--- config.mk ---
export PLATFORM = sky130hd
export DESIGN_NAME = scroll_window_engine
export DESIGN_NICKNAME = d
export VERILOG_FILES = /design/src/rtl/scroll_pkg.sv /design/src/rtl/step_edge_detect.sv /design/src/rtl/scroll_window_engine.sv
export SDC_FILE = /design/constraint.sdc
export NUM_CORES = 1
export LEC_CHECK = 0
export ABC_CLOCK_PERIOD_IN_PS = 7400
export CORE_UTILIZATION = 59
export CTS_CLUSTER_DIAMETER = 60
export CTS_CLUSTER_SIZE = 30
export DETAILED_ROUTE_END_ITERATION = 16
export PLACE_DENSITY = 0.77
export SYNTH_ARGS = -nofsm -noshare
export SYNTH_HDL_FRONTEND = slang
export SYNTH_SLANG_ARGS = --single-unit
--- constraint.sdc ---
create_clock -name Clk_In -period 7.4 [get_ports Clk_In]
set_clock_uncertainty 0.05 [all_clocks]
set_input_delay 1.11 -clock Clk_In [delete_from_list [all_inputs] [get_ports Clk_In]]
set_output_delay 1.11 -clock Clk_In [all_outputs]
set_load 0.1 [all_outputs]
--- src/rtl/scroll_pkg.sv ---
// Shared types and helpers for the scroll window engine: blank character,
// FSM state encoding and the circular window index function.
package scroll_pkg;

    localparam logic [7:0] SCROLL_BLANK_CHAR = 8'h20;
    localparam int         IDX_W             = 16;

    typedef enum logic [1:0] {
        IDLE = 2'd0,
        RUN  = 2'd1,
        HOLD = 2'd2
    } scroll_state_t;

    // Callers only ask for pos < len with ptr < len, so ptr+pos < 2*len and
    // a single conditional subtract replaces a full modulo.
    function automatic logic [IDX_W-1:0] win_index(
        input logic [IDX_W-1:0] ptr,
        input logic [IDX_W-1:0] pos,
        input logic [IDX_W-1:0] len
    );
        logic [IDX_W-1:0] sum;
        sum = ptr + pos;
        return (sum >= len) ? (sum - len) : sum;
    endfunction

endpackage

--- src/rtl/step_edge_detect.sv ---
// Rising-edge detector for a divider output sampled in the same clock domain.
// Reset value is a parameter so a held-high divider output gives no step after reset.
module step_edge_detect #(
    parameter logic RST_VAL = 1'b1
) (
    input  logic clk,
    input  logic rst_n,
    input  logic sig_in,
    output logic rise_o
);

    logic sig_q;
    logic sig_d;

    always_comb begin
        sig_d = sig_in;
    end

    always_ff @(posedge clk or negedge rst_n) begin
        if (!rst_n) begin
            sig_q <= RST_VAL;
        end else begin
            sig_q <= sig_d;
        end
    end

    assign rise_o = sig_in & ~sig_q;

endmodule

--- src/rtl/scroll_window_engine.sv ---
// Circular message scroller: each Step_Clk rising edge advances a read window
// over a writable buffer. Define SCROLL_REVERSE_EN to add the Dir input (reverse scroll).
module scroll_window_engine
    import scroll_pkg::*;
#(
    parameter int                MSG_DEPTH   = 32,
    parameter int                CHAR_W      = 8,
    parameter int                WIN_CHARS   = 4,
    parameter int                PAUSE_STEPS = 2,
    parameter logic [CHAR_W-1:0] BLANK_CHAR  = CHAR_W'(SCROLL_BLANK_CHAR)
) (
    input  logic                           Clk_In,
    input  logic                           Rst_N,
    input  logic                           Step_Clk,
    input  logic                           Run,
`ifdef SCROLL_REVERSE_EN
    input  logic                           Dir,
`endif
    input  logic                           Wr_En,
    input  logic [$clog2(MSG_DEPTH)-1:0]   Wr_Addr,
    input  logic [CHAR_W-1:0]              Wr_Data,
    input  logic                           Len_We,
    input  logic [$clog2(MSG_DEPTH):0]     Len_In,
    output logic [WIN_CHARS*CHAR_W-1:0]    Win_Data,
    output logic                           Step_Pulse,
    output logic                           Wrap_Pulse,
    output logic                           Busy
);

    localparam int AW   = $clog2(MSG_DEPTH);
    localparam int LW   = AW + 1;
    localparam int HC_W = (PAUSE_STEPS > 0) ? $clog2(PAUSE_STEPS + 1) : 1;

    logic                        step_det;
    scroll_state_t               state_q, state_d;
    logic [AW-1:0]               ptr_q, ptr_d;
    logic [LW-1:0]               len_q, len_d;
    logic [HC_W-1:0]             hold_q, hold_d;
    logic                        step_pulse_q, step_pulse_d;
    logic                        wrap_pulse_q, wrap_pulse_d;
    logic                        busy_q, busy_d;
    logic [WIN_CHARS*CHAR_W-1:0] win_q, win_d;

    logic [LW-1:0]               len_clamped;
    logic                        step_wrap;
    logic [AW-1:0]               step_ptr;
    logic [AW-1:0]               wrap_ptr;

    logic [CHAR_W-1:0]           buf_mem [MSG_DEPTH];
    logic [CHAR_W-1:0]           win_char [WIN_CHARS];

    step_edge_detect #(
        .RST_VAL (1'b1)
    ) u_step_edge (
        .clk    (Clk_In),
        .rst_n  (Rst_N),
        .sig_in (Step_Clk),
        .rise_o (step_det)
    );

    // Buffer contents survive reset; only the pointer/length state is cleared.
    always_ff @(posedge Clk_In) begin
        if (Wr_En) begin
            buf_mem[Wr_Addr] <= Wr_Data;
        end
    end

    always_comb begin
        len_clamped = (Len_In > LW'(MSG_DEPTH)) ? LW'(MSG_DEPTH) : Len_In;
    end

    // Where the pointer goes on an accepted step, and whether that is a wrap.
    always_comb begin
        step_wrap = ((LW'(ptr_q) + LW'(1)) == len_q);
        step_ptr  = ptr_q + AW'(1);
        wrap_ptr  = '0;
`ifdef SCROLL_REVERSE_EN
        if (Dir) begin
            step_wrap = (ptr_q == '0);
            step_ptr  = ptr_q - AW'(1);
            wrap_ptr  = AW'(len_q - LW'(1));
        end
`endif
    end

    always_comb begin
        state_d      = state_q;
        ptr_d        = ptr_q;
        len_d        = len_q;
        hold_d       = hold_q;
        step_pulse_d = 1'b0;
        wrap_pulse_d = 1'b0;

        if (Len_We) begin
            // A length load wins over a coincident step, which is dropped.
            len_d   = len_clamped;
            ptr_d   = '0;
            hold_d  = '0;
            state_d = ((len_clamped != '0) && Run) ? RUN : IDLE;
        end else if (!Run) begin
            state_d = IDLE;
            hold_d  = '0;
        end else begin
            case (state_q)
                IDLE: begin
                    if (len_q != '0) begin
                        state_d = RUN;
                    end
                end
                RUN: begin
                    if (step_det) begin
                        step_pulse_d = 1'b1;
                        if (step_wrap) begin
                            ptr_d        = wrap_ptr;
                            wrap_pulse_d = 1'b1;
                            if (PAUSE_STEPS > 0) begin
                                state_d = HOLD;
                                hold_d  = HC_W'(PAUSE_STEPS);
                            end
                        end else begin
                            ptr_d = step_ptr;
                        end
                    end
                end
                HOLD: begin
                    if (step_det) begin
                        step_pulse_d = 1'b1;
                        hold_d       = hold_q - HC_W'(1);
                        if (hold_q == HC_W'(1)) begin
                            state_d = RUN;
                        end
                    end
                end
                default: begin
                    state_d = IDLE;
                    hold_d  = '0;
                end
            endcase
        end

        busy_d = (state_d != IDLE);
    end

    genvar gi;
    generate
        for (gi = 0; gi < WIN_CHARS; gi++) begin : g_win
            logic [AW-1:0] idx;
            assign idx = AW'(win_index(IDX_W'(ptr_q), IDX_W'(gi), IDX_W'(len_q)));
            assign win_char[gi] = (IDX_W'(gi) < IDX_W'(len_q)) ? buf_mem[idx] : BLANK_CHAR;
        end
    endgenerate

    // Leftmost window character lands in the most significant bits.
    always_comb begin
        win_d = '0;
        for (int i = 0; i < WIN_CHARS; i++) begin
            win_d[(WIN_CHARS-1-i)*CHAR_W +: CHAR_W] = win_char[i];
        end
    end

    always_ff @(posedge Clk_In or negedge Rst_N) begin
        if (!Rst_N) begin
            state_q      <= IDLE;
            ptr_q        <= '0;
            len_q        <= '0;
            hold_q       <= '0;
            step_pulse_q <= 1'b0;
            wrap_pulse_q <= 1'b0;
            busy_q       <= 1'b0;
            win_q        <= {WIN_CHARS{BLANK_CHAR}};
        end else begin
            state_q      <= state_d;
            ptr_q        <= ptr_d;
            len_q        <= len_d;
            hold_q       <= hold_d;
            step_pulse_q <= step_pulse_d;
            wrap_pulse_q <= wrap_pulse_d;
            busy_q       <= busy_d;
            win_q        <= win_d;
        end
    end

    assign Win_Data   = win_q;
    assign Step_Pulse = step_pulse_q;
    assign Wrap_Pulse = wrap_pulse_q;
    assign Busy       = busy_q;

endmodule

==> results.md <==
Run status:
- The run finished with clean final reports.

Final layout:
- The non-filler instance count after layout is roughly 2,600.
- The fraction of layout cells with a size suffix above 1 is 11.50%.
- The area growth from synthesis to layout is 11.38%.
- The net count of the finished layout is 2,175.

Logic synthesis:
- By area the synthesized netlist is led by sky130_fd_sc_hd__edfxtp_1 (38%), sky130_fd_sc_hd__nand2_1 (12%), sky130_fd_sc_hd__mux4_2 (9.0%).
- In the synthesized netlist the dominant register cell turns out to be sky130_fd_sc_hd__edfxtp_1.
- For this run, asynchronously set or reset flops after synthesis account for 16.61%.
- The number of flops mapped to enable cells by yosys is between 200 and 300.
- The fraction of post-synthesis cell area in the top cell type by area is about two fifths.
- Yosys mapped the design onto 69 distinct sky130hd cell types.
- The most common cell in the synthesized netlist is sky130_fd_sc_hd__nand2_1.
- The mean instance size in the synthesized netlist is between 9 and 10 um^2.
- For this run, the register share of the synthesized area comes to about 45%.
- In this run, synthesis produced a sequential element count of 307.
- The synthesized design spends more area on one cell type than any other, namely sky130_fd_sc_hd__edfxtp_1.
- The count of synthesis-stage warnings from yosys is 0.
- Synthesis produced a netlist with a net count of 2,167.
- The summed instance area of the synthesized netlist is 0.02000 mm^2.
- The number of cells produced by synthesis is 2,108.
- In the synthesized netlist, the cells that appear most often are sky130_fd_sc_hd__nand2_1 (625), sky130_fd_sc_hd__edfxtp_1 (256), sky130_fd_sc_hd__nand3_1 (170).

Placement:
- The HPWL after detailed placement is 49,960 um.
- The total placed cells including tap cells is 2,531.
- The number of I/O port buffers is a little under 60.
- The routability congestion estimate from global placement is 0.9835.

Floorplan:
- The die width is between 150 and 200 um.
- The floorplan step set the die height to 186.1 um.
- In this run the standard cell core region covers between 0.03 and 0.04 mm^2.
- Once the floorplan was initialized, standard cells occupied 59.81% of the core.
- The number of top-level pins is 60.
- Row generation in the floorplan step produced 67 rows.
- The die area is 0.03465 mm^2.

Global route:
- The number of antenna violations at the first check in global routing is 5.
- The aggregate global-route resource usage is about 46%.
- For this run the aggregate overflow at the end of global routing stands at 0.
- The number of global-route vias before repair is 17,749.
- The wire length of the first global-routing pass is 113,900 um.
- The largest net degree at the start of global routing is 79.

Setup path:
- The startpoint of the most critical register-to-register path is ptr_q[1].
- The endpoint identified for the worst register-to-register timing path is Win_Data[4].
- Across all register-to-register paths, the minimum setup slack is 1.66 ns.
- In this run the worst path has a maximum fanout of 76.
- The nature of the critical path endpoint is a flip-flop.
- For the worst setup path, the data required time is 7.89 ns.
- At the worst endpoint, the arrival time is between 6 and 7 ns.
- The classification of the worst setup path is flip-flop to flip-flop.
- The number of cells on the worst reg-to-reg path is 15.
- The kind of launch point of the worst setup path is a flip-flop.

STA:
- The worst path needs 5.740 ns of the cycle, external delays included.
- After routing, the total negative slack on setup checks comes to 0 ns.
- The number of pins with negative max-slew slack in the final report is 0.
- The ratio of final minimum period to clock period is 77.57%.
- The number of endpoints with negative hold slack in the final report is 0.
- For the pin with the worst max-slew slack, the measured transition is around 1.5 ns.
- Setup repair after global routing left no endpoint under its margin.
- In this run the tightest slew margin relative to its limit is around 1.5%.
- The maximum clock frequency is ~170 MHz.
- The number of setup violations in the final report is 0.

Worst hold path:
- The startpoint identified for the worst hold timing path is hold_q[0].
- Along the worst hold path, the cell count comes to 1.
- In this run the worst hold path is classified as flip-flop to flip-flop.
- The path with the worst hold slack has its endpoint at hold_q[0].

Clock network:
- TritonCTS built the clock tree.
- The clock latency reported for the late side of the worst-skew pair is about 0.63 ns.
- Counting the buffers created by CTS gives 30.
- The maximum clock insertion buffer count is 3.
- In this run the number of H-tree levels came out at 1.
- In this run the clock root is driven by a sky130_fd_sc_hd__clkbuf_16.
- Once the clock tree was built, the setup fixing pass inserted 0 buffers.
- The number of sinks on the clock net is 307.
- The clock slew at the register clock pins of the worst setup and hold paths is approximately 0.07 ns.
- After clock tree synthesis, the flow added hold-fix buffers numbering 0.
- The post-cts sizing count is 0.

Route:
- Once detail routing completed, the nets flagged for antenna violations numbered 0.
- The number of vias per cell is 7.464.
- The number of remaining DRC errors is 0.
- In this run, the number of DRC markers left after iteration 0 of detailed routing was 3,340.
- The post-detailed-routing wire length is 79,660 um.
- After detailed routing, the average wire length per cell comes to 30.75 um.
- The detailed-router iteration count before antenna repair is 9.
- The via count of the routed design is 19,339.

Flow run:
- The max-cap check violation count is 0.

Power and ir drop:
- The cell area power density is roughly 260 mW/mm^2.
- IR analysis of the VDD net gives a maximum drop of 303.4 uV.
- Summed over all cells, the static leakage comes to 8.172 nW.
-- power breakdown --
group	internal (mW)	switching, mW	leakage (nW)
clock network	0.833	0.826	0.506
registers	1.96	0.0725	2.95
logic	0.593	1.51	4.72
-- critical path: stages (launching register included) --
cell                       delay (ns)
sky130_fd_sc_hd__dfrtp_1         0.65
sky130_fd_sc_hd__inv_1           0.30
sky130_fd_sc_hd__ha_1            0.27
sky130_fd_sc_hd__a21oi_1         0.22
sky130_fd_sc_hd__xnor2_1         0.17
sky130_fd_sc_hd__ha_1            0.40
sky130_fd_sc_hd__nand4_1         0.10
sky130_fd_sc_hd__a21oi_1         0.28
sky130_fd_sc_hd__o21a_1          0.81
sky130_fd_sc_hd__or2_4           0.65
sky130_fd_sc_hd__buf_12          0.38
sky130_fd_sc_hd__a211oi_1        0.14
sky130_fd_sc_hd__a311oi_1        0.30
sky130_fd_sc_hd__a31oi_1         0.07
sky130_fd_sc_hd__o22ai_1         0.63
sky130_fd_sc_hd__a221o_1         0.21
-- metal layers --
layer / wire [um] / share of wire, % / track usage, % / up-vias
li1: - / - / - / 7856
met1: 26060 / 33 / 57.77 / 9042
met2: 32150 / 40 / 63.93 / 1914
met3: 13900 / 17 / 17.70 / 519
met4: 7513 / 9.4 / 34.85 / 8
met5: 49 / 0.062 / 0 / -
-- through the flow --
step | util [%] | setup slack (ns) | hold WS, ns | area, um^2 | power [mW]
floorplan | - | 3.420 | 0.4069 | 20000 | 3.407
global placement | 63.37 | 1.794 | 0.4240 | 21200 | 4.033
detailed placement | 63.37 | 1.730 | 0.4309 | 21200 | 4.056
CTS | 66.57 | 1.701 | 0.4400 | 22270 | 5.678
global route | 66.60 | 1.287 | 0.4749 | 22280 | 5.878
finish | 66.61 | 1.660 | 0.4368 | 22280 | 5.790
-- layout by cell type, fill, tap and decap left out, drive strengths merged, types with 8 or more instances in the layout --
master / n
a2111oi: 9
a211oi: 19
a21o: 10
a21oi: 76
a22oi: 29
a311oi: 70
a31oi: 34
and3: 63
buf: 71
clkbuf: 31
clkdlybuf4s50: 58
clkinv: 13
dfrtp: 46
edfxtp: 256
ha: 30
inv: 37
mux2i: 54
mux4: 80
nand2: 625
nand2b: 8
nand3: 170
nand3b: 11
nand4: 15
nor2: 88
nor2b: 8
nor3: 21
o211ai: 12
o21ai: 70
o22ai: 14
xnor2: 12
xor2: 9
-- flip-flops by register name, indices dropped and copies added, names as in the netlist --
signal / count
Busy: 1
Step_Pulse: 1
Win_Data: 32
Wrap_Pulse: 1
buf_mem: 256
hold_q: 2
len_q: 6
ptr_q: 5
state_q: 2
u_step_edge.sig_q: 1
-- cells by family after synthesis --
family          count (synthesis)  share of synthesized area [%]
fa+ha+maj                      34                          2.277
xor+xnor                       21                         0.9195
buf+inv                       182                          3.953
compound gates                390                          13.49
flops                         307                          44.84
simple gates                 1035                          22.49
mux                           139                          12.03
-- how the worst max path moves through the flow --
stage	from	end	slack, ns
after floorplan	ptr_q[1]	Win_Data[22]	3.42
after global placement	ptr_q[1]	Win_Data[23]	1.79
after detailed placement	ptr_q[1]	Win_Data[17]	1.73
after CTS	ptr_q[1]	Win_Data[20]	1.70
after global routing	ptr_q[1]	Win_Data[17]	1.29
final	ptr_q[1]	Win_Data[4]	1.66
-- layout make-up --
cell class	instances	area, um^2
Clock buffer	31	754.5
Sequential cell	307	8970
Antenna cell	3	7.507
Inverter	29	108.9
Tap cell	448	560.5
Timing Repair Buffer	129	1149
Multi-Input combinational cell	1619	10420
Clock inverter	25	315.3
Fill cell	2586	11170
(Power assumes the default switching activity.)
